$ cat src/rtl/fib_pkg.sv
// fib_pkg: shared definitions for the Fibonacci result checker.
//   DATA_W        width of the ALU result bus
//   FLAG_*        bit positions within the ALU flags bus
//   state_t       checker FSM states
package fib_pkg;

  localparam int unsigned DATA_W = 16;

  localparam int unsigned FLAG_C = 0;
  localparam int unsigned FLAG_L = 1;
  localparam int unsigned FLAG_F = 2;
  localparam int unsigned FLAG_Z = 3;
  localparam int unsigned FLAG_N = 4;

  typedef enum logic [2:0] {
    SEED0,
    SEED1,
    CHECK,
    DONE,
    FAIL
  } state_t;

endpackage

$ cat src/rtl/fib_expect.sv
// fib_expect: next-term generator for the Fibonacci checker.
// Holds prev/curr/expected and a single 17-bit adder shared between seeding
// (prev + seed1) and advancing (curr + accepted result).
// Optional macro FIB_CHECKER_FLAGS_EN adds registered expected-carry and
// expected-zero outputs.
// Ports:
//   clk, reset       clock, synchronous active-high reset
//   i_load_prev      latch i_data as prev (first seed)
//   i_load_curr      latch i_data as curr, expected <= prev + i_data
//   i_advance        shift: prev <= curr, curr <= i_data, expected <= curr + i_data
//   i_data           ALU result being accepted
//   o_expected       registered next expected term
//   o_carry/o_zero   (FIB_CHECKER_FLAGS_EN only) expected carry / expected == 0
module fib_expect
  import fib_pkg::*;
(
  input  logic              clk,
  input  logic              reset,
  input  logic              i_load_prev,
  input  logic              i_load_curr,
  input  logic              i_advance,
  input  logic [DATA_W-1:0] i_data,
  output logic [DATA_W-1:0] o_expected
`ifdef FIB_CHECKER_FLAGS_EN
  ,
  output logic              o_carry,
  output logic              o_zero
`endif
);

  logic [DATA_W-1:0] r_prev;
  logic [DATA_W-1:0] r_curr;
  logic [DATA_W-1:0] r_expected;
  logic [DATA_W-1:0] w_addend;
  logic [DATA_W:0]   w_sum;

  // While seeding, the new term is prev + second seed; afterwards curr + result.
  assign w_addend = i_load_curr ? r_prev : r_curr;
  assign w_sum    = {1'b0, w_addend} + {1'b0, i_data};

`ifdef FIB_CHECKER_FLAGS_EN
  logic r_carry;
  assign o_carry = r_carry;
  assign o_zero  = (r_expected == '0);
`else
  logic w_carry_unused;
  assign w_carry_unused = w_sum[DATA_W];
`endif

  always_ff @(posedge clk) begin
    if (reset) begin
      r_prev     <= '0;
      r_curr     <= '0;
      r_expected <= '0;
`ifdef FIB_CHECKER_FLAGS_EN
      r_carry    <= 1'b0;
`endif
    end else if (i_load_prev) begin
      r_prev <= i_data;
    end else if (i_load_curr) begin
      r_curr     <= i_data;
      r_expected <= w_sum[DATA_W-1:0];
`ifdef FIB_CHECKER_FLAGS_EN
      r_carry    <= w_sum[DATA_W];
`endif
    end else if (i_advance) begin
      r_prev     <= r_curr;
      r_curr     <= i_data;
      r_expected <= w_sum[DATA_W-1:0];
`ifdef FIB_CHECKER_FLAGS_EN
      r_carry    <= w_sum[DATA_W];
`endif
    end
  end

  assign o_expected = r_expected;

endmodule

$ cat config.mk
export PLATFORM = sky130hd
export DESIGN_NAME = fib_expect
export DESIGN_NICKNAME = d
export VERILOG_FILES = /design/src/rtl/fib_pkg.sv /design/src/rtl/fib_expect.sv
export SDC_FILE = /design/constraint.sdc
export NUM_CORES = 1
export LEC_CHECK = 0
export CAP_MARGIN = 20
export CORE_MARGIN = 2
export CORE_UTILIZATION = 40
export DETAILED_ROUTE_END_ITERATION = 16
export GPL_ROUTABILITY_DRIVEN = 0
export GPL_TIMING_DRIVEN = 0
export PLACE_DENSITY = 0.71
export SETUP_SLACK_MARGIN = 0.15
export SYNTH_ARGS = -nofsm -noshare
export SYNTH_HDL_FRONTEND = slang
export SYNTH_SLANG_ARGS = --single-unit
$ cat constraint.sdc
create_clock -name clk -period 3.7 [get_ports clk]
set_input_delay 0.37 -clock clk [delete_from_list [all_inputs] [get_ports clk]]
set_output_delay 0.37 -clock clk [all_outputs]
set_load 0.005 [all_outputs]
# Yosys cells after proc, flatten, opt, wreduce, memory -nomap -nowiden
# Index checks and enable logic that the tools add are counted.
[totals]
word_cells = 18
in_bits = 21
regBits = 48
[classes]
mux = 8
reduce_logical = 4
addsub = 1
bitwise = 1
eq_ne = 1
[ops]
columns = ["cell", "count"]
rows = [
  ["$mux 16", 8],
  ["$add 16x16->16", 1],
  ["$reduce_and 2->1", 2],
  ["$reduce_bool 2->1", 2],
  ["$ne 2x2->1 const B", 1],
  ["$not 1->1", 1],
]

# Longest topological paths before layout
# Gate-level depths: netlist (run 1).
[depth]
word_depth = 4
depth_mapped = 12
mapped_depth_nobuf = 10

# Worst setup path before layout (run 1)
# OpenSTA, ideal clock, no wires.
[synth_path]
path_type = "input to register"
from = "input i_load_curr"
to = "register r_expected[11] (netlist: o_expected[11])"
cell_stages = 11
setup_ns = 0.120
setup_slack_ns = 0.898
path_buffers = 2
arrival_ns = 2.682
required_time_ns = 3.580
cell_sequence = "buf_2 -> buf_1 -> mux2i_1 -> inv_1 -> ha_1 -> a211oi_2 -> o21ai_2 -> a311o_1 -> nor2_2 -> mux2i_1 -> a211o_1"
[synth_between]
elab_chain_cells = 4
[synth_lines]
columns = ["item", "line", "text"]
rows = [
  ["from (decl)", "fib_expect.sv:20", "input logic i_load_curr,"],
  ["$mux 16", "fib_expect.sv:38", "assign w_addend = i_load_curr ? r_prev : r_curr;"],
  ["$add 16x16->16", "fib_expect.sv:39", "assign w_sum = {1'b0, w_addend} + {1'b0, i_data};"],
  ["$mux 16", "fib_expect.sv:66", "end else if (i_advance) begin"],
  ["$mux 16", "fib_expect.sv:60", "end else if (i_load_curr) begin"],
  ["to (signal assigned)", "fib_expect.sv:62", "r_expected <= w_sum[DATA_W-1:0];"],
  ["to (signal assigned)", "fib_expect.sv:69", "r_expected <= w_sum[DATA_W-1:0];"],
  ["to (decl)", "fib_expect.sv:33", "logic [DATA_W-1:0] r_expected;"],
]
# Parallel ways exist; a longest one is shown, timed or not. The select of a mux whose other input is x is not followed.
# A chain may end at the register's enable or synchronous reset.

# Worst setup path after layout (run 1)
[layout_path]
from = "input i_load_curr"
to = "register r_expected[14] (netlist: o_expected[14])"
# The elaborated chain is that of the path after synthesis.

==> metrics, run 1 <==
fraction of layout cells with a size suffix above 1 9.97%; post-synthesis simple-gate area fraction 16.7%; Adder-Cell Fraction of Synth Area 7.54%; fill cell count 646; dominant synthesized flop cell dfxtp_1; ys async rst share 0%; nets 407; largest family of logic cells by synthesized area compound AO/OA/AOI/OAI gates; post-synthesis cell count 330; GRT Total Usage 19.5%; Slew Limit Headroom 55.2%; Die Ht 87.0 um; setup TNS 0 ns; clock root cell clkbuf_8; CORE AREA 6720 um^2; final setup vio count 0; RSZ-0062 raised after global routing no; Hold Crit Class input pin to flop; remaining antenna violation count 0; cell row count 30; clk buf depth 2; Post-CTS Setup Repair Bufs 0; ant diodes 0; CTS tree built; Clock Skew 0.00499 ns; post-synthesis compound-gate area fraction 21.1%; Layout area overhead 19.7%; Req. time, crit path 3.91 ns; vias per cell 5.55; H-tree depth 2; buffer and inverter count on the worst path 3; total chip power 1.31 mW; Slew Limit Fails 0; Worst Setup End Kind flop; VDD IR-drop max 0.000171 V; Top delay family on crit path buffers and inverters; fin area 3300 um^2; clock sinks 48; DR pass1 iterations 4; mapped cell area 2760 um^2; full die area 7570 um^2; fraction of synthesized area in multiplexers 12.6%; Worst setup SP type input pin; outcome complete, no violations; fin crit period 2.95 ns; EDFF count, synth 0; slowest CP cell buf_1; fmax 340 MHz; Port Buffers 33; DR iter-0 viols 109; vias 2503; Final Hold Fails 0; Initial Utilization 41.0%; critical path class input pin to flop; Fin Hold WS 0.297 ns; Post-DP Area 3190 um^2; actual slew at the worst max-slew pin 0.673 ns; synthesized net count 367; Max Fanout on Critical Path 10; post-CTS resize count 0; die width 87.0 um; wire length per cell 15.4 um; global-route wire length before repair 11600 um; pwr dens 396 nW/um^2; GRT overflow 0; syn avg cell area 8.35 um^2; number of synthesis warnings 0; Reg clk slew, reported paths 0.09 ns; largest net degree at the start of global routing 16; CTS buffer count 5; # DRC 0; sequential area share after synthesis 34.9%; vias in the first global route 2511; initial antenna violation count 0; WL final 6950 um; final worst-path cycle share 79.6%; leakage power 1.37 nW; Data arrival, critical path 3.15 ns; Synth Area in XOR/XNOR 3.18%; Worst-Skew Late Latency 0.31 ns; post-detailed-placement half-perimeter wirelength 5120 um; Crit path largest cell delay 0.55 ns; hold-fix buffers at CTS 0; Yosys reg bits 48; Top Ports 37; max_cap viols 0; Yosys cell types 47; critical path, cell by cell buf_2 -> buf_1 -> mux2_2 -> ha_1 -> inv_1 -> fa_1 -> nand2b_1 -> a21o_1 -> a21oi_1 -> o21ai_1 -> xnor2_1 -> a22o_1
-- synthesized netlist by cell type (4+ instances only) --
master     n  area, um^2
clkbuf_1  11        41.3
a211oi_1  18         135
mux2i_1   19         190
nand3_1    7        35.0
xor2_1     5        43.8
nand2b_1   4        25.0
mux2_2    14         158
o21ai_1    4        20.0
ha_1      15         188
dfxtp_1   48         961
a21o_1     5        37.5
buf_2      7        35.0
a21oi_1   41         205
nor2_1    28         105
inv_1      4        15.0
xnor2_1    5        43.8
a22o_1     4        35.0
nand2_1   52         195
-- cells in the final DEF (no fill, tap or decap), drive strengths merged, types with 7 or more instances in the layout --
cell and instances:
nand2 52, dfxtp 48, a21oi 41, clkdlybuf4s50 33
nor2 31, mux2i 19, a211oi 19, clkbuf 16
ha 15, mux2 14, buf 10, o21ai 8
nand3 7
-- logic make-up after synthesis --
group | after synthesis
xor gates and xnor gates | 10
muxes | 33
DFF | 48
AOI/OAI and AO/OA | 91
buffers and inverters | 26
and+or+nand+nor | 106
adders and majority gates | 16
-- where the power goes --
part | internal [mW] | switching (mW)
clock | 0.200 | 0.187
combinational | 0.159 | 0.180
sequential | 0.558 | 0.0223
total | 0.917 | 0.389
-- metrics by stage --
stage               instances  util [%]  setup slack (ns)
floorplan                 330         -             0.898
global placement          443      47.4             0.478
detailed placement        443      47.4             0.449
CTS                       451      49.1             0.783
global route              451      49.1             0.588
finish                    451      49.1             0.755
-- state kept, by name (all words and copies together), names as in the netlist --
register,cells
r_curr,16
o_expected,16
r_prev,16
-- cell type report --
| class | count | area (um^2) | area share (%) |
|---|---|---|---|
| Timing Repair Buffer | 33 | 330 | 10.0 |
| Multi-Input combinational cell | 256 | 1680 | 51.1 |
| Sequential cell | 48 | 961 | 29.1 |
| Tap cell | 80 | 100 | 3.04 |
| Buffer | 21 | 91.3 | 2.77 |
| Clock inverter | 3 | 42.5 | 1.29 |
| Clock buffer | 5 | 68.8 | 2.09 |
| Inverter | 5 | 18.8 | 0.569 |
-- layer usage --
layer | part of all wire (%) | up-vias | routed length (um) | track usage (%)
met3 | 5.8 | 9 | 401 | 3.22
met5 | 0 | - | 0 | 0
met1 | 44 | 1171 | 3080 | 24.5
met4 | 1.8 | 0 | 122 | 8.38
met2 | 48 | 72 | 3350 | 33.0
li1 | - | 1251 | - | -
-- worst paths after layout --
path                            slack [ns]     startpoint              to  depth (start not counted)
worst max-delay path                  0.75    i_load_curr  o_expected[14]                         12
worst min-delay path                  0.30          reset      r_prev[13]                          2
worst max register to register        1.34      r_curr[0]  o_expected[14]                         10
worst min register to register        0.46  o_expected[6]   o_expected[6]                          2
Note: power is estimated with default switching activity, not from simulation.
==> run 2, diff against run 1 <==
--- a/config.mk
+++ b/config.mk
@@ -11,7 +11,7 @@
 export DETAILED_ROUTE_END_ITERATION = 16
 export GPL_ROUTABILITY_DRIVEN = 0
 export GPL_TIMING_DRIVEN = 0
-export PLACE_DENSITY = 0.71
+export PLACE_DENSITY = 0.74
 export SETUP_SLACK_MARGIN = 0.15
 export SYNTH_ARGS = -nofsm -noshare
 export SYNTH_HDL_FRONTEND = slang
==> constraint.sdc (replaced) <==
create_clock -name clk -period 2.4 [get_ports clk]
set_input_delay 0.24 -clock clk [delete_from_list [all_inputs] [get_ports clk]]
set_output_delay 0.24 -clock clk [all_outputs]
set_load 0.005 [all_outputs]
==> run 2 against run 1 <==
  * Final area increased by 5.8%
  * Critical path depth decreased by 4
  * Register-to-register slack got worse by 1.1 ns
  * Routed wire length increased by 2.9%
  * Hold slack got worse by 0.13 ns
  * Utilization increased by 2.9 points
  * Sequential cell count unchanged
  * Largest cell class unchanged
  * Largest power group unchanged
  * Highest routed layer unchanged
==> metrics, run 2 (synthesis results as in run 1) <==
global-route wire length before repair 11600 um (+0.12%); Req. time, crit path 2.61 ns (-1.30 ns); Slew Limit Headroom 60.7% (+5.5 points); cell row count 30 (unchanged); full die area 7570 um^2 (unchanged); actual slew at the worst max-slew pin 0.590 ns (-0.0827 ns); largest net degree at the start of global routing 16 (unchanged); clock group share of total power 35.6% (+6.0 points); Top Ports 37 (unchanged); final setup vio count 0 (unchanged); clock root cell clkbuf_8; vias 2495 (-0.32%); Slew Limit Fails 0 (unchanged); Reg power frac 39.5% (-4.9 points); setup TNS 0 ns (unchanged); Psw 0.617 mW (+59%); CTS buffer count 5 (unchanged); clock sinks 48 (unchanged); Combinational Power Share 24.9% (-1.1 points); VDD IR-drop max 0.000333 V (+95%); Hold Crit Class input pin to flop; post-detailed-placement half-perimeter wirelength 5220 um (+1.9%); pwr dens 650 nW/um^2 (+64%); Switching Fraction 27.2% (-2.6 points); fraction of layout cells with a size suffix above 1 16.6% (+6.6 points); Post-DP Area 3230 um^2 (+1.3%); Data arrival, critical path 2.38 ns (-0.77 ns); fmax 461 MHz; CORE AREA 6720 um^2 (unchanged); fin crit period 2.17 ns; Layout area overhead 26.7%; nets 409 (+0.49%); initial antenna violation count 0 (unchanged); Worst setup SP type flop; post-layout util 51.9% (+2.9 points); critical path class flop to flop; ant diodes 0 (unchanged); fin area 3490 um^2 (+5.8%); vias per cell 5.51 (-0.76%); total chip power 2.27 mW (+74%); most common cell after layout, fill and taps aside nand2_1; Initial Utilization 41.0% (unchanged); WL final 7150 um (+2.9%); leakage power 1.46 nW (+6.1%); Reg clk slew, reported paths 0.10 ns (about the same); DR iter-0 viols 114 (+4.6%); remaining antenna violation count 0 (unchanged); GRT Total Usage 19.5% (-0.044 points); Fin Hold WS 0.169 ns (-0.128 ns); Worst-Skew Late Latency 0.31 ns (about the same); max_cap viols 0 (unchanged); # DRC 0 (unchanged); Worst Setup End Kind flop; clk buf depth 2 (unchanged); most frequent cells in the layout 52 x nand2_1, 44 x dfxtp_1, 36 x a21oi_1; CTS tree built; die width 87.0 um (unchanged); Int Power 1.65 mW (+80%); final worst-path cycle share 90.3%; vias in the first global route 2433 (-3.1%); DR pass1 iterations 4 (unchanged); Clock Skew 0.00898 ns (+0.00399 ns); GRT overflow 0 (unchanged); Max Fanout on Critical Path 7 (-3); outcome complete, no violations; Final Hold Fails 0 (unchanged); wire length per cell 15.8 um (+2.5%); Die Ht 87.0 um (unchanged); H-tree depth 2 (unchanged); Port Buffers 33 (unchanged); RSZ-0062 raised after global routing yes
==> run 2: changes by cell type in the layout (fill, tap and decap cells not counted), moves of 3 or more <==
cell / change
ha_1: -4
dfxtp_2: +4
a21oi_1: -5
a21oi_2: +5
clkbuf_2: +3
clkbuf_1: -3
dfxtp_1: -4
==> run 2: critical path, stage by stage, from the launching register on <==
cell,delay (ns)
dfxtp_1,0.34
mux2_2,0.27
ha_1,0.38
a21o_1,0.23
o2bb2ai_1,0.12
a21oi_1,0.23
a21oi_1,0.13
xor2_1,0.16
a22o_1,0.20
==> run 2: power groups by stage <==
stage	Clock, mW	Sequential, mW	Combinational [mW]
2_1_floorplan	0	0.908	0.351
5_1_grt	0.852	0.903	0.624
3_5_place_dp	0	0.912	0.532
3_3_place_gp	0	0.909	0.521
6_report	0.808	0.896	0.565
4_1_cts	0.815	0.894	0.539
==> run 2: per-layer routing <==
layer	routed length [um]	share of wire (%)	track usage [%]
met1	3210	45	24.8
met2	3550	50	33.9
met3	327	4.6	2.94
met4	74	1.0	5.97
met5	0	0	0
==> run 2: area by class of cell <==
cell class,count,area (um^2)
Buffer,21,120
Clock buffer,5,68.8
Clock inverter,3,90.1
Fill cell,625,3230
Inverter,5,18.8
Multi-Input combinational cell,256,1780
Sequential cell,48,966
Tap cell,80,100
Timing Repair Buffer,35,350
==> run 2: worst paths after layout <==
kind                 startpoint        endpoint  slack, ns  depth (start not counted)
setup / recovery      r_curr[7]  o_expected[12]       0.23                          8
hold / removal            reset      r_prev[13]       0.17                          2
setup reg to reg      r_curr[7]  o_expected[12]       0.23                          8
hold reg to reg   o_expected[4]   o_expected[4]       0.46                          2
==> run 2: through the flow <==
stage | cells | setup slack (ns)
finish | 453 | 0.232
global placement | 443 | -0.146
global route | 453 | 0.0526
floorplan | 330 | 0.147
detailed placement | 443 | -0.156
CTS | 452 | 0.187
==> run 2: repair_timing <==
item	in CTS	in global routing
endpoints found under the hold margin	0	0
pin swaps	0	7
buffers inserted	1	1
gates resized for setup	0	28
endpoints found under the setup margin	1	8
hold buffers	0	0
==> run 3, diff against run 2 <==
--- a/config.mk
+++ b/config.mk
@@ -12,6 +12,7 @@
 export GPL_ROUTABILITY_DRIVEN = 0
 export GPL_TIMING_DRIVEN = 0
 export PLACE_DENSITY = 0.74
+export RECOVER_POWER = 100
 export SETUP_SLACK_MARGIN = 0.15
 export SYNTH_ARGS = -nofsm -noshare
 export SYNTH_HDL_FRONTEND = slang
==> run 3 against run 2 <==
  * Utilization down 0.48 points
  * Routed wire length about the same
  * Worst setup slack worse by 0.037 ns
  * Register-to-register slack worse by 0.04 ns
  * Global-route usage unchanged
  * Sequential cell count unchanged
  * Combinational power down 3%
  * Clock power about the same
  * Via count down 0.24%
  * Clock skew down 0.0021 ns
  * Critical path depth up 2
  * Sequential power about the same
  * Largest cell class unchanged
==> metrics, run 3 (synthesis results as in run 1) <==
outcome complete, no violations; Final Hold Fails 0 (unchanged); Worst Setup End Kind flop; GRT overflow 0 (unchanged); die width 87.0 um (unchanged); area of the multi-input gates 1750 um^2 (-1.6%); RSZ-0062 raised after global routing yes; reg-to-reg startpoint r_curr[0]; Hold Crit Class input pin to flop; vias 2489 (-0.24%); pwr dens 651 nW/um^2 (+0.12%); CTS tree built; fin area 3460 um^2 (-0.93%); Initial Utilization 41.0% (unchanged); fraction of layout cells with a size suffix above 1 13.9% (-2.7 points); wire length per cell 15.8 um (about the same); WL final 7160 um (about the same); Data arrival, critical path 2.39 ns (about the same); global-route wire length before repair 11600 um (unchanged); fill cell count 636 (+1.8%); vias in the first global route 2433 (unchanged); FF+latch area 965 um^2 (-0.13%); critical path class flop to flop; H-tree depth 2 (unchanged); r2r endpoint o_expected[8]; remaining antenna violation count 0 (unchanged); DR iter-0 viols 131 (+15%); Worst R2R Setup Slack 0.19 ns (-0.04 ns); Post-DP Area 3230 um^2 (unchanged); Worst Hold End r_prev[13]; cell row count 30 (unchanged); Req. time, crit path 2.58 ns (-0.03 ns); final setup vio count 0 (unchanged); vias per cell 5.49 (-0.24%); max_cap viols 0 (unchanged); actual slew at the worst max-slew pin 0.632 ns (+0.0424 ns); # DRC 0 (unchanged); Slew Limit Fails 0 (unchanged); Slew Limit Headroom 57.7% (-3.0 points); CTS buffer count 5 (unchanged); Worst setup SP type flop; hold-fix buffers at CTS 0 (unchanged); final worst-path cycle share 91.9% (+1.6 points); fin crit period 2.21 ns (+0.0375 ns); Worst-Skew Late Latency 0.31 ns (about the same); clock root cell clkbuf_8; Max Fanout on Critical Path 4 (-3); fmax 453 MHz (-1.7%); Top Ports 37 (unchanged); Die Ht 87.0 um (unchanged); DR pass1 iterations 4 (unchanged); ant diodes 0 (unchanged); Clock Skew 0.00693 ns (-0.00205 ns); nets 409 (unchanged); clk buf depth 2 (unchanged); beginning of the worst hold path reset; leakage power 1.49 nW (+2.2%); largest net degree at the start of global routing 16 (unchanged); Worst Reg-to-Reg Cells 10 (+2); Reg clk slew, reported paths 0.09 ns (about the same); most frequent cells in the layout 52 x nand2_1, 45 x dfxtp_1, 39 x a21oi_1; Port Buffers 33 (unchanged); initial antenna violation count 0 (unchanged); Layout area overhead 25.5%; CORE AREA 6720 um^2 (unchanged); post-detailed-placement half-perimeter wirelength 5220 um (unchanged); full die area 7570 um^2 (unchanged); VDD IR-drop max 0.000333 V (+0.10%); most common cell after layout, fill and taps aside nand2_1; total chip power 2.25 mW (-0.81%); clock sinks 48 (unchanged); Worst Hold Depth 2 (unchanged); GRT Total Usage 19.5% (unchanged)
[run 3: final cells by class]
| class | instances | area share [%] |
|---|---|---|
| timing repair buffer | 35 | 10.1 |
| multi-input combinational | 256 | 50.5 |
| buffer | 21 | 3.40 |
| clock buffer | 5 | 1.99 |
| sequential | 48 | 27.9 |
| inverter | 5 | 0.543 |
| tap | 80 | 2.90 |
| clock inverter | 3 | 2.61 |
[run 3: report_power, final]
group          leakage (nW)  internal, mW  switching [mW]  total [mW]
Clock                0.0784         0.521           0.289       0.810
Sequential            0.397         0.860          0.0337       0.894
Combinational          1.01         0.255           0.291       0.546
[run 3: repair_timing]
action	in CTS	in global routing
gates resized for setup	0	28
cloned	0	0
pin swaps	0	7
setup endpoints to repair	1	8
setup buffers	1	1
[run 3: worst max-delay path by stage]
| stage | startpoint | to | cells after the start |
|---|---|---|---|
| finish | r_curr[0] | o_expected[8] | 10 |
| global route | r_curr[10] | o_expected[15] | 9 |
| CTS | i_load_curr | o_expected[15] | 11 |
| detailed placement | i_load_curr | o_expected[13] | 10 |
| global placement | i_load_curr | o_expected[13] | 10 |
| floorplan | i_load_curr | o_expected[11] | 11 |
[run 3: metal layers]
| layer | wire [um] | up-vias | GRT usage (%) |
|---|---|---|---|
| met3 | 356 | 8 | 2.94 |
| met5 | 0 | - | 0 |
| met2 | 3550 | 70 | 33.9 |
| met1 | 3170 | 1160 | 24.8 |
| li1 | - | 1251 | - |
| met4 | 69 | 0 | 5.97 |
[run 3: per-stage QoR]
stage / setup WS, ns / hold slack, ns / utilization (%) / instances / setup TNS, ns
finish: 0.195 / 0.168 / 51.5 / 453 / 0
global route: 0.0527 / 0.178 / 51.5 / 453 / 0
CTS: 0.187 / 0.166 / 50.5 / 452 / 0
detailed placement: -0.156 / 0.446 / 48.0 / 443 / -0.799
global placement: -0.146 / 0.444 / 48.0 / 443 / -0.580
floorplan: 0.147 / 0.376 / - / 330 / 0
[run 3: critical path, stage by stage, from the launching register on]
cell and delay (ns):
dfxtp_1 0.33, mux2_1 0.33, ha_4 0.19, inv_1 0.07, fa_2 0.20, nand2b_4 0.14
a21o_1 0.13, nand2_1 0.08, and3_1 0.20, o311ai_1 0.30, a21oi_1 0.11
